## src/rtl/bus_rr_pkg.sv

```systemverilog
// Shared types and constants for the round-robin bus sequencer.
package bus_rr_pkg;

  typedef enum logic [1:0] {
    S_IDLE   = 2'd0,
    S_ACCESS = 2'd1,
    S_DONE   = 2'd2
  } state_t;

  // Width of the programmable wait counter (WAIT_CYCLES up to 15).
  localparam int CNT_W = 4;

  // Pointer/index width; one bit minimum so NREQ=1 still has a legal vector.
  function automatic int ptr_w(input int n);
    return (n > 1) ? $clog2(n) : 1;
  endfunction

endpackage

```

## src/rtl/bus_rr_sequencer_if.sv

```systemverilog
// Requester-side and bus-side signals of the sequencer bundled together.
// "master" is the sequencer's view; "slave" is the view of whoever drives
// the requests and models the bus slave.
interface bus_rr_sequencer_if #(
  parameter int NREQ = 4,
  parameter int AW   = 8,
  parameter int DW   = 8
);
  logic [NREQ-1:0]    req;
  logic [NREQ-1:0]    req_we;
  logic [NREQ*AW-1:0] req_addr;
  logic [NREQ*DW-1:0] req_wdata;
  logic [NREQ-1:0]    gnt;
  logic [NREQ-1:0]    done;
  logic [DW-1:0]      rdata;
  logic               busy;
  logic               bus_ce;
  logic               bus_rd;
  logic               bus_wr;
  logic [AW-1:0]      bus_addr;
  logic [DW-1:0]      bus_wdata;
  logic [DW-1:0]      bus_rdata;

  modport master (
    input  req, req_we, req_addr, req_wdata, bus_rdata,
    output gnt, done, rdata, busy, bus_ce, bus_rd, bus_wr, bus_addr, bus_wdata
  );

  modport slave (
    output req, req_we, req_addr, req_wdata, bus_rdata,
    input  gnt, done, rdata, busy, bus_ce, bus_rd, bus_wr, bus_addr, bus_wdata
  );
endinterface

```

## src/rtl/bus_rr_sequencer_rr_pick.sv

```systemverilog
// Round-robin winner select: first set req bit at or above ptr, wrapping.
module rr_pick #(
  parameter int NREQ = 4,
  parameter int PW   = 2
) (
  input  logic [NREQ-1:0] req,
  input  logic [PW-1:0]   ptr,
  output logic [NREQ-1:0] win,
  output logic [PW-1:0]   idx,
  output logic            any
);
  int j;

  // Walk the requesters starting at ptr; the first hit wins.
  always_comb begin
    win = '0;
    idx = '0;
    any = 1'b0;
    j   = 0;
    for (int k = 0; k < NREQ; k++) begin
      j = int'(ptr) + k;
      if (j >= NREQ) j = j - NREQ;
      if (!any && req[PW'(j)]) begin
        any         = 1'b1;
        win[PW'(j)] = 1'b1;
        idx         = PW'(j);
      end
    end
  end
endmodule

```

## src/rtl/bus_rr_sequencer.sv

```systemverilog
// Round-robin arbiter plus transaction sequencer for a shared simple bus.
// Each grant runs: arbitration (IDLE) -> strobes for WAIT_CYCLES+1 cycles
// (ACCESS) -> one completion cycle (DONE). All outputs are registered.
module bus_rr_sequencer
  import bus_rr_pkg::*;
#(
  parameter int NREQ        = 4,
  parameter int AW          = 8,
  parameter int DW          = 8,
  parameter int WAIT_CYCLES = 1
) (
  input logic           clk,
  input logic           reset,
  bus_rr_sequencer_if.master bus
);
  localparam int PW = ptr_w(NREQ);

  state_t           state, state_n;
  logic [PW-1:0]    ptr, ptr_n, widx;
  logic [CNT_W-1:0] cnt, cnt_n;
  logic [NREQ-1:0]  win, gnt, gnt_n, done, done_n;
  logic [DW-1:0]    rdata, rdata_n, wdata, wdata_n;
  logic [AW-1:0]    addr, addr_n;
  logic             ce, ce_n, rd, rd_n, wr, wr_n, busy, any;

  rr_pick #(.NREQ(NREQ), .PW(PW)) u_pick (
    .req (bus.req),
    .ptr (ptr),
    .win (win),
    .idx (widx),
    .any (any)
  );

  // Next-state and next-output logic; everything holds unless a state acts.
  always_comb begin
    state_n = state;
    ptr_n   = ptr;
    cnt_n   = cnt;
    gnt_n   = gnt;
    done_n  = '0;
    rdata_n = rdata;
    ce_n    = ce;
    rd_n    = rd;
    wr_n    = wr;
    addr_n  = addr;
    wdata_n = wdata;
    case (state)
      S_IDLE: begin
        gnt_n   = '0;
        ce_n    = 1'b0;
        rd_n    = 1'b0;
        wr_n    = 1'b0;
        addr_n  = '0;
        wdata_n = '0;
        if (any) begin
          gnt_n   = win;
          ce_n    = 1'b1;
          wr_n    = bus.req_we[widx];
          rd_n    = ~bus.req_we[widx];
          addr_n  = bus.req_addr[widx*AW +: AW];
          wdata_n = bus.req_we[widx] ? bus.req_wdata[widx*DW +: DW] : '0;
          ptr_n   = (widx == PW'(NREQ-1)) ? '0 : widx + 1'b1;
          cnt_n   = CNT_W'(WAIT_CYCLES);
          state_n = S_ACCESS;
        end
      end
      S_ACCESS: begin
        if (cnt != '0) begin
          cnt_n = cnt - 1'b1;
        end else begin
          // Last strobe cycle: slave data is valid now, so capture reads here.
          if (rd) rdata_n = bus.bus_rdata;
          done_n  = gnt;
          ce_n    = 1'b0;
          rd_n    = 1'b0;
          wr_n    = 1'b0;
          addr_n  = '0;
          wdata_n = '0;
          state_n = S_DONE;
        end
      end
      S_DONE: begin
        gnt_n   = '0;
        state_n = S_IDLE;
      end
      default: state_n = S_IDLE;
    endcase
  end

  // State and output registers; reset abandons any in-flight transaction.
  always_ff @(posedge clk or negedge reset) begin
    if (!reset) begin
      state <= S_IDLE;
      ptr   <= '0;
      cnt   <= '0;
      gnt   <= '0;
      done  <= '0;
      rdata <= '0;
      busy  <= 1'b0;
      ce    <= 1'b0;
      rd    <= 1'b0;
      wr    <= 1'b0;
      addr  <= '0;
      wdata <= '0;
    end else begin
      state <= state_n;
      ptr   <= ptr_n;
      cnt   <= cnt_n;
      gnt   <= gnt_n;
      done  <= done_n;
      rdata <= rdata_n;
      busy  <= (state_n != S_IDLE);
      ce    <= ce_n;
      rd    <= rd_n;
      wr    <= wr_n;
      addr  <= addr_n;
      wdata <= wdata_n;
    end
  end

  assign bus.gnt       = gnt;
  assign bus.done      = done;
  assign bus.rdata     = rdata;
  assign bus.busy      = busy;
  assign bus.bus_ce    = ce;
  assign bus.bus_rd    = rd;
  assign bus.bus_wr    = wr;
  assign bus.bus_addr  = addr;
  assign bus.bus_wdata = wdata;
endmodule

```

## src/flat_wrapper.sv

```systemverilog
// flat-port wrapper written by rule: the top's interface ports become plain ports
module bus_rr_sequencer_flat import bus_rr_pkg::*;
#(
  parameter int NREQ        = 4,
  parameter int AW          = 8,
  parameter int DW          = 8,
  parameter int WAIT_CYCLES = 1
)
  (clk, reset, bus_req, bus_req_we, bus_req_addr, bus_req_wdata, bus_bus_rdata, bus_gnt, bus_done, bus_rdata, bus_busy, bus_bus_ce, bus_bus_rd, bus_bus_wr, bus_bus_addr, bus_bus_wdata);
  bus_rr_sequencer_if #(.NREQ(NREQ), .AW(AW), .DW(DW)) bus_i ();
  input logic clk;
  input logic reset;
  input wire logic [$bits(bus_i.req)-1:0] bus_req;
  input wire logic [$bits(bus_i.req_we)-1:0] bus_req_we;
  input wire logic [$bits(bus_i.req_addr)-1:0] bus_req_addr;
  input wire logic [$bits(bus_i.req_wdata)-1:0] bus_req_wdata;
  input wire logic [$bits(bus_i.bus_rdata)-1:0] bus_bus_rdata;
  output wire logic [$bits(bus_i.gnt)-1:0] bus_gnt;
  output wire logic [$bits(bus_i.done)-1:0] bus_done;
  output wire logic [$bits(bus_i.rdata)-1:0] bus_rdata;
  output wire logic [$bits(bus_i.busy)-1:0] bus_busy;
  output wire logic [$bits(bus_i.bus_ce)-1:0] bus_bus_ce;
  output wire logic [$bits(bus_i.bus_rd)-1:0] bus_bus_rd;
  output wire logic [$bits(bus_i.bus_wr)-1:0] bus_bus_wr;
  output wire logic [$bits(bus_i.bus_addr)-1:0] bus_bus_addr;
  output wire logic [$bits(bus_i.bus_wdata)-1:0] bus_bus_wdata;
  assign bus_i.req = bus_req;
  assign bus_i.req_we = bus_req_we;
  assign bus_i.req_addr = bus_req_addr;
  assign bus_i.req_wdata = bus_req_wdata;
  assign bus_i.bus_rdata = bus_bus_rdata;
  assign bus_gnt = bus_i.gnt;
  assign bus_done = bus_i.done;
  assign bus_rdata = bus_i.rdata;
  assign bus_busy = bus_i.busy;
  assign bus_bus_ce = bus_i.bus_ce;
  assign bus_bus_rd = bus_i.bus_rd;
  assign bus_bus_wr = bus_i.bus_wr;
  assign bus_bus_addr = bus_i.bus_addr;
  assign bus_bus_wdata = bus_i.bus_wdata;
  bus_rr_sequencer #(.NREQ(NREQ), .AW(AW), .DW(DW), .WAIT_CYCLES(WAIT_CYCLES)) u_core (.clk(clk), .reset(reset), .bus(bus_i));
endmodule
```

## config.mk

```make
export PLATFORM = sky130hd
export DESIGN_NAME = bus_rr_sequencer_flat
export DESIGN_NICKNAME = d
export VERILOG_FILES = /design/src/rtl/bus_rr_pkg.sv /design/src/rtl/bus_rr_sequencer_if.sv /design/src/rtl/bus_rr_sequencer_rr_pick.sv /design/src/rtl/bus_rr_sequencer.sv /design/src/flat_wrapper.sv
export SDC_FILE = /design/constraint.sdc
export NUM_CORES = 1
export LEC_CHECK = 0
export CORE_ASPECT_RATIO = 0.9
export CORE_MARGIN = 2
export CORE_UTILIZATION = 55
export DETAILED_ROUTE_END_ITERATION = 8
export DONT_BUFFER_PORTS = 1
export HOLD_SLACK_MARGIN = 0.03
export PLACE_DENSITY_LB_ADDON = 0.1
export RECOVER_POWER = 100
export SYNTH_ARGS = -nofsm -noshare
export SYNTH_HDL_FRONTEND = slang
export SYNTH_HIERARCHICAL = 1
export SYNTH_SLANG_ARGS = --single-unit
export TNS_END_PERCENT = 30
```

## constraint.sdc

```tcl
create_clock -name clk -period 4.15 [get_ports clk]
set_input_delay 1.245 -clock clk [delete_from_list [all_inputs] [get_ports clk]]
set_output_delay 1.245 -clock clk [all_outputs]
set_load 0.02 [all_outputs]
```

# == Word-level counts from Yosys, hierarchy flattened ==
# Cells that the tools add are included.
# totals
regBits,44
input_bits,82
output_inout_bits,36
elab_cells,128
# op_classes
add_sub_neg,9
n_lt_le_gt_ge,13
eq_ne,6
n_shift,2
n_mux,62
n_bitwise,5
reduce_logical,19
# ops
operator,n
32-bit by 6-bit variable part select with 8-bit output,2
4-bit 2-to-1 mux,9
8-bit 2-to-1 mux,4
8-bit one-hot mux with 2 select lines,2
2-bit 2-to-1 mux,11
1-bit 2-to-1 mux,21
2-bit by 4-bit < comparator with 1-bit output (second input constant),4
4-bit one-hot mux with 2 select lines,2
4-bit OR,3
1-bit binary-select mux with 2-bit select,5
3-bit greater-or-equal comparator (second input constant),3
1-bit demux with 2-bit select,4
2-bit by 1-bit greater-or-equal comparator with 1-bit output (second input constant),4
2-bit by 1-bit subtractor with 2-bit output (second input constant),4
1-bit logical AND,7
2-bit by 2-bit adder with 3-bit output (second input constant),2
1-bit one-hot mux with 2 select lines,3
3-bit AND reduction,2
2-bit nonzero test,3
2-bit equality test (second input constant),2
2-bit by 1-bit != test with 1-bit output (second input constant),2
2-bit one-hot mux with 2 select lines,1
2-bit AND reduction,2
4-bit nonzero test,1
other kinds (10),13

# == Depth between registers and ports, before layout ==
# Gate-level depths: netlist of run 1.
# depth
depth_word,20
mapped_depth,13

# == Cells and area by module ==
# The synthesis of run 1 kept the hierarchy.
# modules_own_cells
module,instances,cells_each,area_per_inst_um2,seq_area_each_um2
bus_rr_sequencer,1,142,2090.8,1101.1
rr_pick,1,63,500.5,0.0

# == Worst setup path after synthesis of run 1 ==
# Ideal clock, no wire load.
# synth_path
path_kind,input port to flip-flop
startpoint,in bus_req[1]
endpoint,"reg u_core.wdata[7], in the netlist u_core/bus.bus_wdata[7]"
setup_ns,0.121
t_arrival_ns,3.528
required_ns,4.029
slack_ns,0.501
cell_stages,9
n_path_buf,2
cell_sequence,mux4_2 nor2b_1 nor2_1 o31ai_1 buf_6 mux4_2 and2_1 buf_2 a22o_1
# synth_via
elab_chain_len,18
elab_cells_between_ends,32
# synth_lines
element,line_no,rtl
from (decl),flat_wrapper.sv:13,input wire logic [$bits(bus_i.req)-1:0] bus_req;
1-bit binary-select mux with 2-bit select,bus_rr_sequencer_rr_pick.sv:23,if (!any && req[PW'(j)]) begin
1-bit 2-to-1 mux (implied by the code) (2 in a row),bus_rr_sequencer_rr_pick.sv:23,
1-bit 2-to-1 mux,bus_rr_sequencer_rr_pick.sv:23,
1-bit logical NOT,bus_rr_sequencer_rr_pick.sv:23,
1-bit logical AND,bus_rr_sequencer_rr_pick.sv:23,
1-bit 2-to-1 mux,bus_rr_sequencer_rr_pick.sv:23,
1-bit logical NOT,bus_rr_sequencer_rr_pick.sv:23,
1-bit logical AND,bus_rr_sequencer_rr_pick.sv:23,
1-bit 2-to-1 mux,bus_rr_sequencer_rr_pick.sv:23,
1-bit logical NOT,bus_rr_sequencer_rr_pick.sv:23,
1-bit logical AND,bus_rr_sequencer_rr_pick.sv:23,
2-bit 2-to-1 mux (*),bus_rr_sequencer_rr_pick.sv:23,
named net u_core.widx[0],bus_rr_sequencer.sv:19,"logic [PW-1:0] ptr, ptr_n, widx;"
"parallel branches: the longest is 2 deep, another holds 32-bit by 6-bit variable part select with 8-bit output",n/a,
8-bit 2-to-1 mux (*),bus_rr_sequencer.sv:61,wdata_n = bus.req_we[widx] ? bus.req_wdata[widx*DW +: DW] : '0;
8-bit 2-to-1 mux (*),bus_rr_sequencer.sv:55,if (any) begin
8-bit one-hot mux with 2 select lines (*),bus_rr_sequencer.sv:47,case (state)
to (signal assigned),bus_rr_sequencer.sv:117,wdata <= wdata_n;
to (decl),bus_rr_sequencer.sv:22,"logic [DW-1:0] rdata, rdata_n, wdata, wdata_n;"
# Mark *: on every way through the listed nets, which the timed path passes. The select of a mux whose other input is x is not followed.
# A chain may end at the register's enable or synchronous reset.

# == Worst setup path after layout of run 1 ==
# layout_path
startpoint,in bus_req[3]
endpoint,"reg u_core.wdata[7], in the netlist u_core/bus.bus_wdata[7]"
# The elaborated chain is that of the path after synthesis.

==> results.txt, run 1 <==
For this run, global-route usage on met2 was measured as 36.8%. Timing analysis after detailed placement gives a worst setup slack of 0.341 ns. The fraction of the yosys area taken by sequential cells was 42.5%. The run gives 44 as the number of clock sinks. After clock tree synthesis, the clock-pin slew on the worst setup and hold paths is 0.08 ns.

The worst path uses 90.4% of the clock period. The clock latency reported for the late side of the worst-skew pair is 0.30 ns. In this run the register-to-register setup slack is 0.54 ns. The post-detailed-placement cell area is 2610 µm². The tools report the initial antenna violation count as 0. For this run, global-route usage on met1 was measured as 27.4%. The number of nets produced by synthesis came out at 297. The class of the most critical setup path is primary input to flop. The combinational family with the most area after synthesis is multiplexers. Measured against its own limit, the worst slew margin works out to 34.5%. Setup repair after global routing left no endpoint under its margin. For this run, design rule violations remaining after detail routing come to 0.

The quantity of gates resized following cts is 0, and the net count of the finished layout is 293. The instance count along the most critical hold path is 1, and the post-detailed-route wirelength per cell is 22.1 µm. Max-capacitance violation count: 0. In the layout the commonest cells are 44 x dfrtp_1, 21 x mux4_2, 20 x a22o_1.

Summing the areas of all fa, ha and maj instances in the mapped netlist gives 4.83% of the synthesized area. In this run the horizontal extent of the chip is 76.4 µm. The maximum frequency from static timing analysis was 0.267 GHz; the worst hold slack across all endpoints was 0.511 ns. The library cell appearing most often on the critical path was mux4_2. For the depth of the CTS H-tree, the log shows 2. The antenna diode count is 0, and the final instance area is 2700 µm². The tightest min-delay check is of the flop to flop type.

In this run the critical register-to-register path is captured at u_core/bus.bus_wdata[7]. The synthesized netlist occupies a cell area of 2590 µm². Using the TritonRoute via totals, the vias-per-cell ratio works out to 6.74. The tools report the capturing element type of the critical path as a flop.

The total buffers and inverters traversed by the critical path was 1. The share of cells above drive strength 1 is 21.8%. The worst hold path begins at u_core/cnt[3].

During synthesis, Yosys emitted a total of 6 warnings. The run gives 0 as the number of hold violations in the final report. The kind of cell adding the most delay to the critical path was multiplexers. The transition time of the tightest slew-check pin was 0.978 ns.

The tools report the weighted congestion reported at the end of routability-driven placement as 0.801. For this block, the via count after detailed routing is 1,779. The total area inside the core boundary comes to 4490 µm². The tree is rooted in a clkbuf_8. The wire-length estimate of the detail-placed layout is 4590 µm.

Once routing completed, OpenROAD measured the worst setup slack at 0.400 ns. The required time reported for the critical path endpoint was 4.34 ns; the number of violations reported at the end of detailed-routing iteration 0 was 109. The starting density of the core came out at 57.7%. Depth of the worst register-to-register path: 9.

The synthesized netlist devotes 14.0% of its cell area to compound gates. In this run, distinct cell masters in the synthesized netlist total 36. The most common library cell in the layout ignoring fill and taps was dfrtp_1.

The highest-delay cell along the critical path is mux4_2. The run gives 0 as the number of pins exceeding their max-slew limit in the final report. In the global route stage, overall resource usage came out at 22.5%. Setup violations remaining at the end of the flow were counted as 0. The largest incremental delay on the critical path was 0.58 ns; the boundary pin count was 118. The global routing stage identified its most utilized layer as met2. Clock skew on the completed layout was measured at 0.0136 ns. Startpoint type of the worst setup path: a primary input.

Power spread over the standard cell area amounts to 978 nW/µm². The first global-routing pass estimated 9310 µm of wire. The logs give 2 for the number of buffers on the longest clock path and 0.420 mV for the maximum ir drop on the vdd rail. The number of global-route vias before repair was 1,854; the post-synthesis average cell area was 12.6 µm². Counting flops and latches in the post-synthesis netlist gives 44.

Summed over all layers, the global routing overflow is 0. After synthesis, the share of cell area in mux cells is 23.3%. The final layout contains routed wiring with a total length of 5830 µm. The number of clock buffers added by TritonCTS is 5. Walking the worst path, the cells encountered are mux4_2, nor2_1, o221ai_1, nand3_1, clkbuf_1, mux4_2, a22o_1.

In this run the critical register-to-register path is launched from u_core/ptr[1]. Summing the areas of all and, or, nand and nor instances in the mapped netlist gives 10.5% of the synthesized area. The cell leakage power is 0.00116 µW. The final period demand of the worst path was 3.75 ns; the row count was 23. The worst hold path terminates at u_core/cnt[3]. Before antenna repair, the detailed router went through 4 iterations.

For this design, the CTS-stage hold fixing added 0 buffers. The relative area change from synthesis to final layout came out at 4.35%. The run finished with clean final reports. Data arrives at the worst endpoint at 3.94 ns.

In this run the remaining antenna-violating nets after routing total 0. The overall die area was 5280 µm². Setup total negative slack on the finished layout was measured at 0 ns. Entering global routing, the biggest net connects 45 pins. The number of I/O port buffers is 0, and the gate count of the mapped netlist is 205. The run gives 60.2% as the share of the core filled with cells in the final layout.

The met3 routing resource usage after global routing is 8.12%. The synthesized-area fraction occupied by xor and xnor cells works out to 0%. TritonCTS built the clock tree. The count of buffers added by post-CTS timing repair for setup is 0. In this run the vertical extent of the chip is 69.1 µm.

Of all nets on the critical path, the largest fanout is 12.
-- cell type report --
class / instances / area (µm²)
Clock inverter: 2 / 15.0
Tap cell: 62 / 77.6
Multi-Input combinational cell: 141 / 1380
Clock buffer: 6 / 82.6
Timing Repair Buffer: 5 / 33.8
Fill cell: 378 / 1790
Sequential cell: 44 / 1100
Inverter: 4 / 15.0
-- worst register-to-register path, delay by kind of cell (launching register included) --
kind	cells	cell delay, ns
DFF	1	0.36
buffers and inverters	2	0.50
muxes	2	0.80
and+or+nand+nor	2	0.86
adders and majority gates	1	0.52
AOI/OAI and AO/OA	2	0.46
-- flip-flops by register name, indices dropped and copies added (netlist names) --
register,cells
u_core/bus.rdata,8
u_core/bus.bus_rd,1
u_core/cnt,4
u_core/bus.gnt,4
u_core/state,2
u_core/bus.done,4
u_core/bus.bus_ce,1
u_core/bus.busy,1
u_core/bus.bus_addr,8
u_core/bus.bus_wdata,8
u_core/bus.bus_wr,1
u_core/ptr,2
-- logic make-up after synthesis --
kind of cell | after synthesis
AOI/OAI and AO/OA | 46
adders and majority gates | 10
buffers and inverters | 20
DFF | 44
muxes | 33
and+or+nand+nor | 52
-- cells in the mapped netlist --
library cell | count | area share (%)
dfrtp_1 | 44 | 42
mux4_2 | 21 | 18
a22o_1 | 20 | 6.8
nand2_1 | 16 | 2.3
ha_1 | 10 | 4.8
mux2_2 | 8 | 3.5
nand3_1 | 7 | 1.4
buf_2 | 6 | 1.2
nor2_1 | 6 | 0.87
nor2b_1 | 5 | 1.2
o21ai_0 | 5 | 0.97
and3_1 | 4 | 0.97
buf_6 | 4 | 1.7
clkbuf_1 | 4 | 0.58
inv_1 | 4 | 0.58
mux2i_1 | 4 | 1.5
o31ai_1 | 4 | 1.2
a21o_1 | 3 | 0.87
a31oi_1 | 3 | 0.72
nand2b_1 | 3 | 0.72
o211ai_1 | 3 | 0.87
a221oi_1 | 2 | 0.68
nor3_1 | 2 | 0.39
nor3b_1 | 2 | 0.58
nor4b_1 | 2 | 0.68
o2111ai_1 | 2 | 0.68
o221ai_1 | 2 | 0.68
a211oi_1 | 1 | 0.29
and2_1 | 1 | 0.24
buf_4 | 1 | 0.29
buf_8 | 1 | 0.58
nor2_2 | 1 | 0.24
o2bb2ai_1 | 1 | 0.34
or3_1 | 1 | 0.24
or3b_1 | 1 | 0.34
or3b_2 | 1 | 0.34
-- metrics by stage --
step,std cells,power (µW)
global route,264,2840
global placement,256,2310
CTS,264,2660
detailed placement,256,2380
finish,264,2640
floorplan,205,2160
-- layer usage --
metal  part of all wire [%]  wire length, µm
met2                     50             2930
met3                    8.7              508
met4                    1.5               87
met5                      0                0
met1                     39             2300
-- power by group --
group / switching, µW / leakage [µW] / internal [µW] / total, µW
Combinational: 731 / 0.000558 / 718 / 1450
Clock: 143 / 0.0000434 / 135 / 277
Sequential: 310 / 0.000554 / 608 / 918
-- how the worst max path moves through the flow --
stage               startpoint                       to  slack [ns]  cells past startpoint
floorplan           bus_req[1]  u_core/bus.bus_wdata[7]        0.50                      9
global placement    bus_req[3]  u_core/bus.bus_wdata[7]        0.45                      7
detailed placement  bus_req[3]  u_core/bus.bus_wdata[7]        0.34                      7
CTS                 bus_req[3]  u_core/bus.bus_wdata[7]        0.66                      7
global route        bus_req[3]  u_core/bus.bus_wdata[7]        0.26                      7
finish              bus_req[3]  u_core/bus.bus_wdata[7]        0.40                      7
(Power assumes the default switching activity.)
==> inputs of run 2 (changes only) <==
--- a/config.mk
+++ b/config.mk
@@ -10,6 +10,7 @@
 export CORE_UTILIZATION = 55
 export DETAILED_ROUTE_END_ITERATION = 8
 export DONT_BUFFER_PORTS = 1
+export GPL_TIMING_DRIVEN = 0
 export HOLD_SLACK_MARGIN = 0.03
 export PLACE_DENSITY_LB_ADDON = 0.1
 export RECOVER_POWER = 100
==> results.txt, run 2 (synthesis gave the netlist of run 1 again) <==
The number of pins exceeding their max-slew limit in the final report is 0, and the number of clock sinks is 44. For this design the total switching power over the nets is 1190 µW. The tools report the number of hold violations in the final report as 0.

Detailed placement ended at an HPWL of 4840 µm. The net count of the finished layout came out at 303. At the worst endpoint, the arrival time is 4.05 ns. The tools report the clock root buffer as clkbuf_8. The row count was 23; the largest incremental delay on the critical path was 0.55 ns.

The kind of cell with the highest combined delay along the critical path is multiplexers. For this run, the number of standard cells in the final layout without fillers is 274. Measured against its own limit, the worst slew margin works out to 44.6%.

The clock latency reported for the late side of the worst-skew pair is 0.29 ns. Summed over all nets, wire length on met3 after detailed routing comes to 567 µm. The number of I/O port buffers is 0. The clock period could shrink to 3.87 ns. The cell leakage power came out at 0.00121 µW.

The capturing element type of the critical path was a flop. Across all register-to-register paths, the minimum setup slack is 0.28 ns. The clock tree synthesis step divided the H-tree into 2 levels. Dividing the detail-routed via count by the number of cells gives 6.62.

The class of the most critical setup path was flop to flop. The signal on the critical path passes through buf_4, inv_1, ha_1, mux4_2, nor2b_1, nor2_1, o31ai_1, buf_6, mux4_2, and2_0, clkbuf_2, a22o_1. At the end of routability-driven placement, the weighted congestion stood at 0.914. The number of global-route vias before repair is 1,895, and the worst hold slack across all endpoints is 0.534 ns. The wire length on met2 was 3010 µm.

The highest routing layer actually used is met4. After clock tree synthesis, the clock-pin slew on the worst setup and hold paths is 0.08 ns. The wire length on met1 was 2290 µm; the transition time of the tightest slew-check pin was 0.829 ns. Dividing total power by cell area gives a power density of 997 nW/µm². In this design, the critical path's most frequently occurring cell is mux4_2. The first global-routing pass estimated 9750 µm of wire. The clock arrives with 0.00330 ns of skew.

Global routing used 23.8% of the available tracks. The run gives 0.258 GHz as the maximum frequency from static timing analysis. The worst setup path is launched from a flop. Among all stages on the critical path, the largest delay is contributed by dfrtp_1.

The flow ran to the end, and the final reports show no timing, DRC or antenna violations. For the maximum ir drop on the vdd rail, the log shows 0.536 mV. The tools report the initial antenna violation count as 0. The logs give 0 for the residual overflow from global routing and 141 for the number of violations reported at the end of detailed-routing iteration 0. 0 antenna diodes ended up in the layout. For the TritonCTS buffer count, the log shows 5. In this run the remaining antenna-violating nets after routing total 0. The share of cells above drive strength 1 was 24.1%; the total negative setup slack was 0 ns. The share of total power dissipated in the clock network is 12.2%. The pre-antenna-repair detailed-routing pass consisted of 4 iterations.

Relative area change from synthesis to final layout: 7.53%. For the share of the core filled with cells in the final layout, the log shows 62.1%. Of all nets on the critical path, the largest fanout is 10.

The tools report the required time reported for the critical path endpoint as 4.34 ns. The share of total power dissipated in combinational logic is 54.5%. The die covers 5280 µm². TritonCTS built the clock tree. The core region is 4490 µm². Setup repair after global routing left no endpoint under its margin.

Together, buffers and inverters on the worst path number 4. For the via count of the routed design, the log shows 1,813. The run gives 6000 µm as the post-detailed-routing wire length.

The library cells used most frequently in the layout, excluding fill and tap cells, are 44 x dfrtp_1, 21 x mux4_2, 20 x a22o_1. Dividing the detail-routed wire length by the instance count gives 21.9 µm. The die width was 76.4 µm; the number of endpoints failing setup at the final stage was 0. The most common library cell in the layout ignoring fill and taps was dfrtp_1. The number of buffers on the longest clock path is 2, and the largest net degree at the start of global routing is 45. The tool flagged a number of max-cap violations equal to 0.

For this run, design rule violations remaining after detail routing come to 0. For the starting density of the core, the log shows 57.7%. Of the total power, the share spent switching nets is 43.0%.

Counting tap cells, the placed design contains a total of 267 instances. The die is 69.1 µm tall. In this run the worst hold path is classified as flop to flop. For the internal power contribution, the log shows 1580 µW. Pin placement for this block handled 118 I/O pins. Sequential cells account for 33.3% of the total power. The overall power consumption is 2780 µW, and the final cycle utilization of the critical path is 93.2%.
[run 2: cell types whose count changed in the layout (fill, tap and decap cells not counted), sizes merged]
cell      change
clkinv        +1
clkinvlp      -2
clkbuf        +5
buf           +5
bufinv        +1
[run 2: final timing paths]
path                          startpoint                      end  cells after the start
max                        u_core/ptr[0]  u_core/bus.bus_wdata[7]                     12
min                        u_core/cnt[0]            u_core/cnt[0]                      1
max reg2reg                u_core/ptr[0]  u_core/bus.bus_wdata[7]                     12
min reg2reg                u_core/cnt[0]            u_core/cnt[0]                      1
max in group asynchronous          reset            u_core/cnt[1]                      0
min in group asynchronous          reset      u_core/bus.rdata[7]                      0
[run 2: final cells by class]
type | instances | area [µm²]
multi-input combinational | 141 | 1360
buffer | 15 | 109
clock buffer | 6 | 82.6
clock inverter | 2 | 38.8
inverter | 4 | 15.0
fill | 365 | 1700
tap | 62 | 77.6
sequential | 44 | 1100
[run 2: metrics by stage]
step	area, µm²	setup WS, ns
finish	2790	0.282
global route	2790	0.0669
CTS	2790	0.151
detailed placement	2670	0.169
global placement	2670	0.284
floorplan	2590	0.501
[run 2: repair_timing]
action	in CTS	in global routing
hold buffers	0	0
setup endpoints to repair	0	14
setup buffers	0	0
gates resized for setup	0	2
[run 2: power groups by stage]
stage | registers, µW | clock network (µW) | logic (µW)
3_3_place_gp | 928 | 0 | 1440
3_5_place_dp | 938 | 0 | 1510
5_1_grt | 951 | 367 | 1670
6_report | 925 | 338 | 1510
4_1_cts | 930 | 347 | 1520
2_1_floorplan | 883 | 0 | 1270
[run 2: layer usage]
| layer | track usage, % | vias up |
|---|---|---|
| met5 | 0 | - |
| met4 | 9.49 | 0 |
| met3 | 8.38 | 11 |
| met2 | 39.9 | 110 |
| met1 | 28.1 | 885 |
| li1 | - | 807 |
